File: config.mk
export PLATFORM = sky130hd
export DESIGN_NAME = even_odd_gen
export DESIGN_NICKNAME = d
export VERILOG_FILES = /design/src/rtl/even_odd_gen_pkg.sv /design/src/rtl/even_odd_seq_ctr.sv /design/src/rtl/even_odd_gen.sv
export SDC_FILE = /design/constraint.sdc
export NUM_CORES = 1
export LEC_CHECK = 0
export ABC_AREA = 1
export ABC_CLOCK_PERIOD_IN_PS = 2900
export CORE_UTILIZATION = 50
export CTS_CLUSTER_DIAMETER = 150
export DETAILED_ROUTE_END_ITERATION = 6
export PLACE_DENSITY = 0.87
export SETUP_SLACK_MARGIN = 0.3
export SLEW_MARGIN = 20
export SYNTH_ARGS = -nofsm -noshare
export SYNTH_HDL_FRONTEND = slang
export SYNTH_SLANG_ARGS = --single-unit
File: constraint.sdc
create_clock -name clk -period 2.9 [get_ports clk]
set_input_delay 0.725 -clock clk [delete_from_list [all_inputs] [get_ports clk]]
set_output_delay 0.725 -clock clk [all_outputs]
set_load 0.005 [all_outputs]
File: src/rtl/even_odd_gen_pkg.sv
// even_odd_gen_pkg: shared parity constants, state encoding and first-value helper
package even_odd_pkg;
  localparam logic EVEN = 1'b1;
  localparam logic ODD = 1'b0;
  typedef enum logic [1:0] {IDLE = 2'd0, RUN = 2'd1, DONE = 2'd2} state_t;
  function automatic logic first_value(input logic parity);
    return parity == EVEN ? 1'b0 : 1'b1;
  endfunction
endpackage

File: src/rtl/even_odd_seq_ctr.sv
// even_odd_seq_ctr: number register stepping by 2 plus remaining-beat down-counter
module even_odd_seq_ctr
  import even_odd_pkg::*;
#(
  parameter int WIDTH = 4,
  parameter int CNT_W = 4
) (
  input  logic             clk,
  input  logic             rst,
  input  logic             load,
  input  logic             step,
  input  logic             parity,
  input  logic [CNT_W-1:0] count,
  output logic [WIDTH-1:0] number,
  output logic             last
);
  logic [CNT_W-1:0] remaining;
  always_ff @(posedge clk) begin
    if (rst) begin
      number <= '0;
      remaining <= '0;
    end else if (load) begin
      number <= {{(WIDTH-1){1'b0}}, first_value(parity)};
      remaining <= count;
    end else if (step) begin
      number <= number + WIDTH'(2);
      remaining <= remaining - CNT_W'(1);
    end
  end
  assign last = remaining == CNT_W'(1);
endmodule

File: src/rtl/even_odd_gen.sv
// even_odd_gen: emits COUNT numbers of a requested parity over valid/ready.
// Define EVEN_ODD_GEN_CHECK_EN to enable the sticky per-beat parity self-check.
module even_odd_gen
  import even_odd_pkg::*;
#(
  parameter int WIDTH = 4,
  parameter int CNT_W = 4
) (
  input  logic             clk,
  input  logic             rst,
  input  logic             start,
  input  logic             parity_sel,
  input  logic [CNT_W-1:0] count,
  output logic             out_valid,
  input  logic             out_ready,
  output logic [WIDTH-1:0] number,
  output logic             busy,
  output logic             done,
  output logic             parity_err
);
  state_t state;
  logic   par_q;
  logic   last;
  logic   beat;
  logic   load;
  assign beat = state == RUN && out_valid && out_ready;
  assign load = state == IDLE && start && count != '0;
  even_odd_seq_ctr #(.WIDTH(WIDTH), .CNT_W(CNT_W)) u_ctr (
    .clk(clk),
    .rst(rst),
    .load(load),
    .step(beat),
    .parity(parity_sel),
    .count(count),
    .number(number),
    .last(last)
  );
  always_ff @(posedge clk) begin
    if (rst) begin
      state <= IDLE;
      out_valid <= 1'b0;
      busy <= 1'b0;
      done <= 1'b0;
      par_q <= 1'b0;
    end else begin
      done <= 1'b0;
      case (state)
        IDLE: if (start) begin
          par_q <= parity_sel;
          state <= count != '0 ? RUN : DONE;
          out_valid <= count != '0;
          busy <= count != '0;
        end
        RUN: if (beat && last) begin
          state <= DONE;
          out_valid <= 1'b0;
          busy <= 1'b0;
        end
        DONE: begin
          done <= 1'b1;
          state <= IDLE;
        end
        default: state <= IDLE;
      endcase
    end
  end
`ifdef EVEN_ODD_GEN_CHECK_EN
  always_ff @(posedge clk) begin
    if (rst) parity_err <= 1'b0;
    else if (beat && (number[0] == par_q)) begin
      parity_err <= 1'b1;
      $display("even_odd_gen: parity error on value %0d", number);
    end
  end
`else
  assign parity_err = 1'b0;
`endif
endmodule

Word-level counts from Yosys, hierarchy flattened
Cells that the tools add are included.
{"block": "word_totals", "in_bits": 9, "word_cells": 38, "output_inout_bits": 8, "ff_bits": 12}
{"block": "classes", "addsub": 2, "muxes": 13, "n_eq_ne": 5, "n_reduce_logical": 12}
{"operator": "4-bit two-way mux", "n": 2}
{"operator": "1-bit two-way mux", "n": 6}
{"operator": "2-bit two-way mux", "n": 3}
{"operator": "1-bit logical AND", "n": 5}
{"operator": "4-bit by 2-bit adder with 4-bit output, second input constant", "n": 1}
{"operator": "4-bit by 1-bit equality test with 1-bit output, second input constant", "n": 1}
{"operator": "2-bit case mux with 2 select lines", "n": 1}
{"operator": "2-bit nonzero test", "n": 2}
{"operator": "4-bit nonzero test", "n": 1}
{"operator": "4-bit by 1-bit subtractor with 4-bit output, second input constant", "n": 1}
{"operator": "3-bit AND reduction", "n": 1}
{"operator": "2-bit by 1-bit equality test with 1-bit output, second input constant", "n": 1}
{"operator": "2-bit equality test, second input constant", "n": 1}
{"operator": "2-bit logical NOT", "n": 1}
{"operator": "2-bit by 1-bit inequality test with 1-bit output, second input constant", "n": 1}
{"operator": "2-bit inequality test, second input constant", "n": 1}
{"operator": "1-bit case mux with 2 select lines", "n": 1}
{"operator": "2-bit AND reduction", "n": 1}
{"operator": "2-bit OR reduction", "n": 1}

Logic depth before layout (Yosys ltp)
Gate-level depths: netlist of run 1.
{"block": "logic_depth", "ltp_word": 6, "mapped_depth": 8, "depth_no_buf": 8}

Modules after synthesis
A second synthesis of run 1 with hierarchy kept.
{"block": "hier_totals", "cells_unflattened": 95, "hier_area_um2": 681.9}
{"mod": "even_odd_seq_ctr", "cells_each": 61, "instances": 1, "area_each_um2": 450.4, "seq_area_each_um2": 160.2}
{"mod": "even_odd_gen", "cells_each": 34, "instances": 1, "area_each_um2": 231.5, "seq_area_each_um2": 80.1}

Worst setup path after synthesis of run 1
Ideal clock, no wire load.
{"block": "synth_path", "path_type": "input-to-reg", "start": "in out_ready", "end": "reg u_ctr.remaining[3]", "setup_slack_ps": 1474, "path_stages": 7, "n_path_buf": 0, "t_required_ps": 2773, "setup_time_ps": 127, "t_arrival_ps": 1299, "cell_sequence": "nand2_1 -> nor2_8 -> inv_2 -> nand2_1 -> nor2_1 -> nor2_1 -> nor2_1"}
{"block": "synth_via", "elab_chain_len": 2}
{"item": "start: declaration", "line": "even_odd_gen.sv:15", "source": "input logic out_ready,"}
{"item": "1-bit logical AND", "line": "even_odd_gen.sv:26", "source": "assign beat = state == RUN && out_valid && out_ready;"}
{"item": "2-bit nonzero test (no line)"}
{"item": "end signal: assignment", "line": "even_odd_seq_ctr.sv:24", "source": "remaining <= count;"}
{"item": "end signal: assignment", "line": "even_odd_seq_ctr.sv:27", "source": "remaining <= remaining - CNT_W'(1);"}
{"item": "end: declaration", "line": "even_odd_seq_ctr.sv:17", "source": "logic [CNT_W-1:0] remaining;"}
Every way passes these cells.
A chain may end at the register's enable or synchronous reset.

Worst setup path in the final report of run 1
{"block": "layout_path", "start": "reg busy", "end": "out busy"}
{"item": "start: declaration", "line": "even_odd_gen.sv:17", "source": "output logic busy,"}
{"item": "start signal: assignment", "line": "even_odd_gen.sv:42", "source": "busy <= 1'b0;"}
{"item": "start signal: assignment", "line": "even_odd_gen.sv:52", "source": "busy <= count != '0;"}
{"item": "start signal: assignment", "line": "even_odd_gen.sv:57", "source": "busy <= 1'b0;"}
No word-level cell between the ends.

==> reports/results.tsv, run 1 <==
stage	metric	value	unit
final_layout	final_cell_area	878	µm²
outcome	outcome	completed	
sta	skew	2.49	ps
final_layout	final_nets	121	
power	p_leak	0.000423	µW
worst_setup_path	cpPeakStageDelay	560	ps
route	viasPerCell	4.76	
place	portBuffers	15	
sta	fin_setup_tns	0	ps
place	placed_area	842	µm²
worst_setup_path	endpoint_kind	primary output	
flow_run	maxCapViolCount	0	
sta	rsz0062_at_grt	no	
synthesis	yosysSeqAreaShare	0.347	
die	die_h	39.2	µm
die	core_area	0.00130	mm²
cts	clockBufferDepth	2	
route	detail_route.wl_per_cell	11.4	µm
final_layout	fin_util	0.675	
worst_setup_path	path_max_fanout	4	
route	first_iter_violations	13	
final_layout	layout.cells.non_filler	123	
power	power.density	455	mW/mm²
global_routing	grt_max_degree	10	
final_layout	antenna_cells	0	
sta	setup-violations-final	0	
worst_setup_path	cp_data_arrival_time	1220	ps
die	pin_count	17	
final_layout	drive_above_1_share	0.157	
place	gp_congestion	0.872	
cts	htree_levels	1	
global_routing	grt-ovfl-total	0	
die	die_area	0.00154	mm²
synthesis	yosysTopAreaCell	dfxtp_1	
synthesis	synth_top_area_share	0.347	
worst_setup_path	critical_path_class	flop to primary output	
cts	clk_pin_slew_worst_paths	70	ps
cts	cts_sinks	12	
die	initial_core_util	0.532	
route	drc	0	
route	first_pass_iters	4	
die	rows	13	
route	wirelength	1.40	mm
final_layout	layout_commonest_cell	nand2_1	
place	hpwl	1.09	mm
final_layout	syn_to_final_growth	26.9	%
worst_setup_path	cp_cell_sequence	clkdlybuf4s50_1	
global_routing	grt_use_total	0.218	
synthesis	synthTopCellsByArea	dfxtp_1, nand2_1, inv_1, nand3_1, nor2_8	
final_layout	mostFrequentLayoutCells	nand2_1, clkdlybuf4s50_1, dfxtp_1	
sta	maxSlewViolCount	0	
synthesis	synth-seq-cells	12	
global_routing	antenna_found_initial	0	
cts	cts-root-buf	clkbuf_4	
synthesis	synth.distinct_cells	22	
sta	hold_viol_final	0	
cts	insertion_delay	280	ps
cts	postCtsHoldBufs	0	
worst_setup_path	crit_buf_inv	1	
global_routing	first_global_vias	534	
worst_setup_path	slowest_stage	clkdlybuf4s50_1	
synthesis	synthesis.area	692	µm²
worst_setup_path	crit_family	buffers and inverters	
global_routing	grt_pass1_wl	2.13	mm
sta	fmax	513	MHz
place	placedCellCount	119	
synthesis	yosys_warnings	0	
power	irDropWorstVdd	388	µV
sta	finalCriticalPeriod	1950	ps
route	antenna_left	0	
final_layout	fill_cells	122	
cts	post-cts-setup-buffers	0	
sta	timing.final.crit_share	0.672	
synthesis	synth_nets	104	
power	power	400	µW
cts	cts-resized-gates	0	
die	die_x	39.2	µm
synthesis	syn_avg_cell_area	7.52	µm²
hold_path	hold_path.class	flop to flop	
cts	cts_tree	yes	
route	num_vias	586	
worst_setup_path	critPathLaunchType	flop	
cts	cts_buffers	3	
worst_setup_path	worstPathRequired	2170	ps
synthesis	synthCells	92	
-- area by class of cell --
class	count	area [µm²]	area share
Timing Repair Buffer	15	150	0.171
Multi-Input combinational cell	62	372	0.423
Sequential cell	12	240	0.274
Tap cell	15	18.8	0.0214
Inverter	15	61.3	0.0698
Clock buffer	4	36.3	0.0413
-- per-stage QoR --
step                worst slack, ps  hold WS (ps)
floorplan                      1470           470
global placement                969           463
detailed placement              933           469
CTS                             943           480
global route                    925           487
finish                          952           477
-- tightest hold or removal path, delay by kind of cell, from the launching register on --
family | cells | cell delay (ps)
DFF | 1 | 310
and+or+nand+nor | 1 | 70
AOI/OAI and AO/OA | 1 | 50
-- flip-flops by register name (all words and copies together) (netlist names) --
register	count
busy	1
state	2
u_ctr.number	4
done	1
u_ctr.remaining	4
-- routing by layer --
| metal | part of all wire | up-vias | track usage |
|---|---|---|---|
| met3 | 0.045 | 2 | 0.0520 |
| met2 | 0.54 | 14 | 0.400 |
| met4 | 0.019 | 0 | 0.103 |
| met1 | 0.40 | 257 | 0.226 |
| li1 | - | 313 | - |
| met5 | 0 | - | 0 |
-- cell families after synthesis --
| family | Yosys count | synth area share |
|---|---|---|
| AO/OA/AOI/OAI | 7 | 0.0561 |
| XOR/XNOR | 3 | 0.0488 |
| adder cells (fa/ha/maj) | 3 | 0.0543 |
| buffers and inverters | 18 | 0.116 |
| flip-flops | 12 | 0.347 |
| other | 1 | 0.00542 |
| AND/OR/NAND/NOR | 48 | 0.373 |
-- synthesized netlist by cell type, drive strengths merged --
cell type	instances
a21oi	7
buf	2
clkbuf	1
conb	1
dfxtp	12
ha	3
inv	15
nand2	26
nand3	9
nor2	11
nor3	1
or2	1
xnor2	2
xor2	1
-- worst paths after layout --
check,startpoint,cells past startpoint,slack (ps),endpoint
max,busy,1,950,busy
min,u_ctr.number[0],2,480,u_ctr.number[0]
max reg2reg,busy,7,1720,u_ctr.remaining[3]
min reg2reg,u_ctr.number[0],2,480,u_ctr.number[0]
-- power breakdown --
part | internal (µW) | switching [µW]
combinational | 38.3 | 45.1
clock | 76.5 | 56.8
sequential | 174 | 9.03
Note: power is estimated with default switching activity, not from simulation.
==> inputs of run 2 (changes only) <==
--- a/config.mk
+++ b/config.mk
@@ -6,11 +6,11 @@
 export NUM_CORES = 1
 export LEC_CHECK = 0
 export ABC_AREA = 1
-export ABC_CLOCK_PERIOD_IN_PS = 2900
-export CORE_UTILIZATION = 50
+export ABC_CLOCK_PERIOD_IN_PS = 1950
+export CORE_UTILIZATION = 47
 export CTS_CLUSTER_DIAMETER = 150
 export DETAILED_ROUTE_END_ITERATION = 6
-export PLACE_DENSITY = 0.87
+export PLACE_DENSITY = 0.83
 export SETUP_SLACK_MARGIN = 0.3
 export SLEW_MARGIN = 20
 export SYNTH_ARGS = -nofsm -noshare
==> constraint.sdc (replaced) <==
create_clock -name clk -period 1.95 [get_ports clk]
set_input_delay 0.4875 -clock clk [delete_from_list [all_inputs] [get_ports clk]]
set_output_delay 0.4875 -clock clk [all_outputs]
set_load 0.005 [all_outputs]
==> run 2 against run 1 <==
Combinational power rose by 47%. First-iteration DRC count did not move. Worst setup slack worse by 590 ps. Design area up 1.0%. Clock-buffer cell count decreased by 1. Largest cell class unchanged.
==> reports/results.tsv, run 2 (same netlist as run 1, synthesis figures left out) <==
stage	metric	value	unit
final_layout	layout_commonest_cell	nand2_1	
place	dp_slack	240	ps
final_layout	final_cell_area	887	µm²
final_layout	multi_input_area	372	µm²
final_layout	syn_to_final_growth	28.2	%
worst_setup_path	critPathLaunchType	flop	
hold_path	worstHoldEndpoint	u_ctr.number[0]	
worst_setup_path	cpPeakStageDelay	510	ps
global_routing	first_global_vias	571	
cts	clk_pin_slew_worst_paths	60	ps
worst_setup_path	cp_cell_sequence	clkdlybuf4s50_1	
cts	postCtsHoldBufs	0	
place	gp_congestion	0.875	
route	viasPerCell	4.93	
flow_run	maxCapViolCount	0	
route	detail_route.wl_per_cell	11.0	µm
hold_path	hold_path.class	flop to flop	
final_layout	fin_util	0.665	
worst_setup_path	endpoint_kind	primary output	
die	core_area	0.00133	mm²
final_layout	drive_above_1_share	0.194	
worst_setup_path	path_max_fanout	2	
worst_setup_path	r2r-end	u_ctr.remaining[1]	
worst_setup_path	crit_buf_inv	1	
worst_setup_path	cp_data_arrival_time	1100	ps
final_layout	antenna_cells	0	
sta	skew	2.76	ps
cts	cts_buffers	3	
cts	cts_tree	yes	
sta	finalCriticalPeriod	1590	ps
cts	insertion_delay	260	ps
cts	cts_sinks	12	
route	antenna_left	0	
route	wirelength	1.35	mm
global_routing	antenna_found_initial	0	
sta	rsz0062_at_grt	no	
final_layout	final_nets	122	
route	first_iter_violations	13	
final_layout	mostFrequentLayoutCells	nand2_1, inv_1, clkdlybuf4s50_1	
die	die_h	40.4	µm
sta	whs	480	ps
sta	maxSlewViolCount	0	
place	portBuffers	15	
worst_setup_path	crit_start	u_ctr.number[0]	
global_routing	grt_max_degree	10	
worst_setup_path	reg2reg_depth	7	
global_routing	grt_pass1_wl	2.35	mm
die	initial_core_util	0.519	
worst_setup_path	slowest_stage	clkdlybuf4s50_1	
cts	clockBufferDepth	2	
place	hpwl	1.07	mm
final_layout	fill_cells	121	
route	drc	0	
die	die_x	40.4	µm
final_layout	regArea	245	µm²
place	placed_area	850	µm²
route	num_vias	607	
power	irDropWorstVdd	315	µV
outcome	outcome	completed	
cts	cts-root-buf	clkbuf_4	
sta	setup_slack	364	ps
die	die_area	0.00163	mm²
worst_setup_path	reg2reg_setup_slack	780	ps
route	first_pass_iters	4	
hold_path	min_path_cells	2	
sta	timing.final.crit_share	0.813	
sta	fmax	631	MHz
worst_setup_path	worstPathRequired	1460	ps
sta	fin_setup_tns	0	ps
sta	setup-violations-final	0	
power	p_leak	0.000489	µW
cts	htree_levels	1	
hold_path	worstHoldStart	u_ctr.number[0]	
global_routing	grt-ovfl-total	0	
final_layout	reg.largest.list	u_ctr.number (4), u_ctr.remaining (4), state (2)	
power	power.density	605	mW/mm²
global_routing	grt_use_total	0.228	
sta	hold_viol_final	0	
die	rows	13	
die	pin_count	17	
worst_setup_path	r2r-start	u_ctr.remaining[0]	
worst_setup_path	crit_family	buffers and inverters	
worst_setup_path	critical_path_class	flop to primary output	
==> run 2: worst max-delay path by stage <==
| stage | end | slack (ps) | cells after the start |
|---|---|---|---|
| after floorplan | u_ctr.remaining[3] | 760 | 7 |
| after global placement | u_ctr.remaining[3] | 270 | 8 |
| after detailed placement | u_ctr.remaining[3] | 240 | 8 |
| after CTS | number[2] | 320 | 1 |
| after global routing | number[2] | 310 | 1 |
| final | number[0] | 360 | 1 |
==> run 2: per-stage QoR <==
step           power, µW  instances
4_1_cts              546        123
2_1_floorplan        360         92
5_1_grt              576        123
3_3_place_gp         398        120
6_report             537        123
3_5_place_dp         402        120
==> run 2: per-layer routing <==
metal  wire (µm)  vias up  track usage
met3          37        2       0.0667
met5           0        -            0
met4          27        0        0.125
met2         742       14        0.397
met1         544      282        0.241
li1            -      309            -
==> run 2: final cells by class <==
cell class              count  area share
multi-input cells          62       0.419
clock buffers               3      0.0254
flip-flops and latches     12       0.276
well taps                  15      0.0212
inverters                  15      0.0691
repair buffers             16       0.189
==> run 2: what timing repair did <==
item | CTS | global route
buffers inserted | 0 | 0
pin swaps | 0 | 0
resized for setup | 3 | 5
setup endpoints to repair | 4 | 5
==> run 2: worst register-to-register path, delay by kind of cell, from the launching register on <==
kind,cells,cell delay [ps]
and+or+nand+nor,2,120
AOI/OAI and AO/OA,1,130
adders and majority gates,1,300
DFF,1,370
buffers and inverters,3,190
==> run 2: report_power, final <==
group,total (µW),leakage [µW],switching (µW),internal [µW]
logic,123,0.000375,65.4,57.3
clock network,141,0.0000138,69.7,71.3
registers,273,0.0000999,13.2,260
total,537,0.000489,148,388
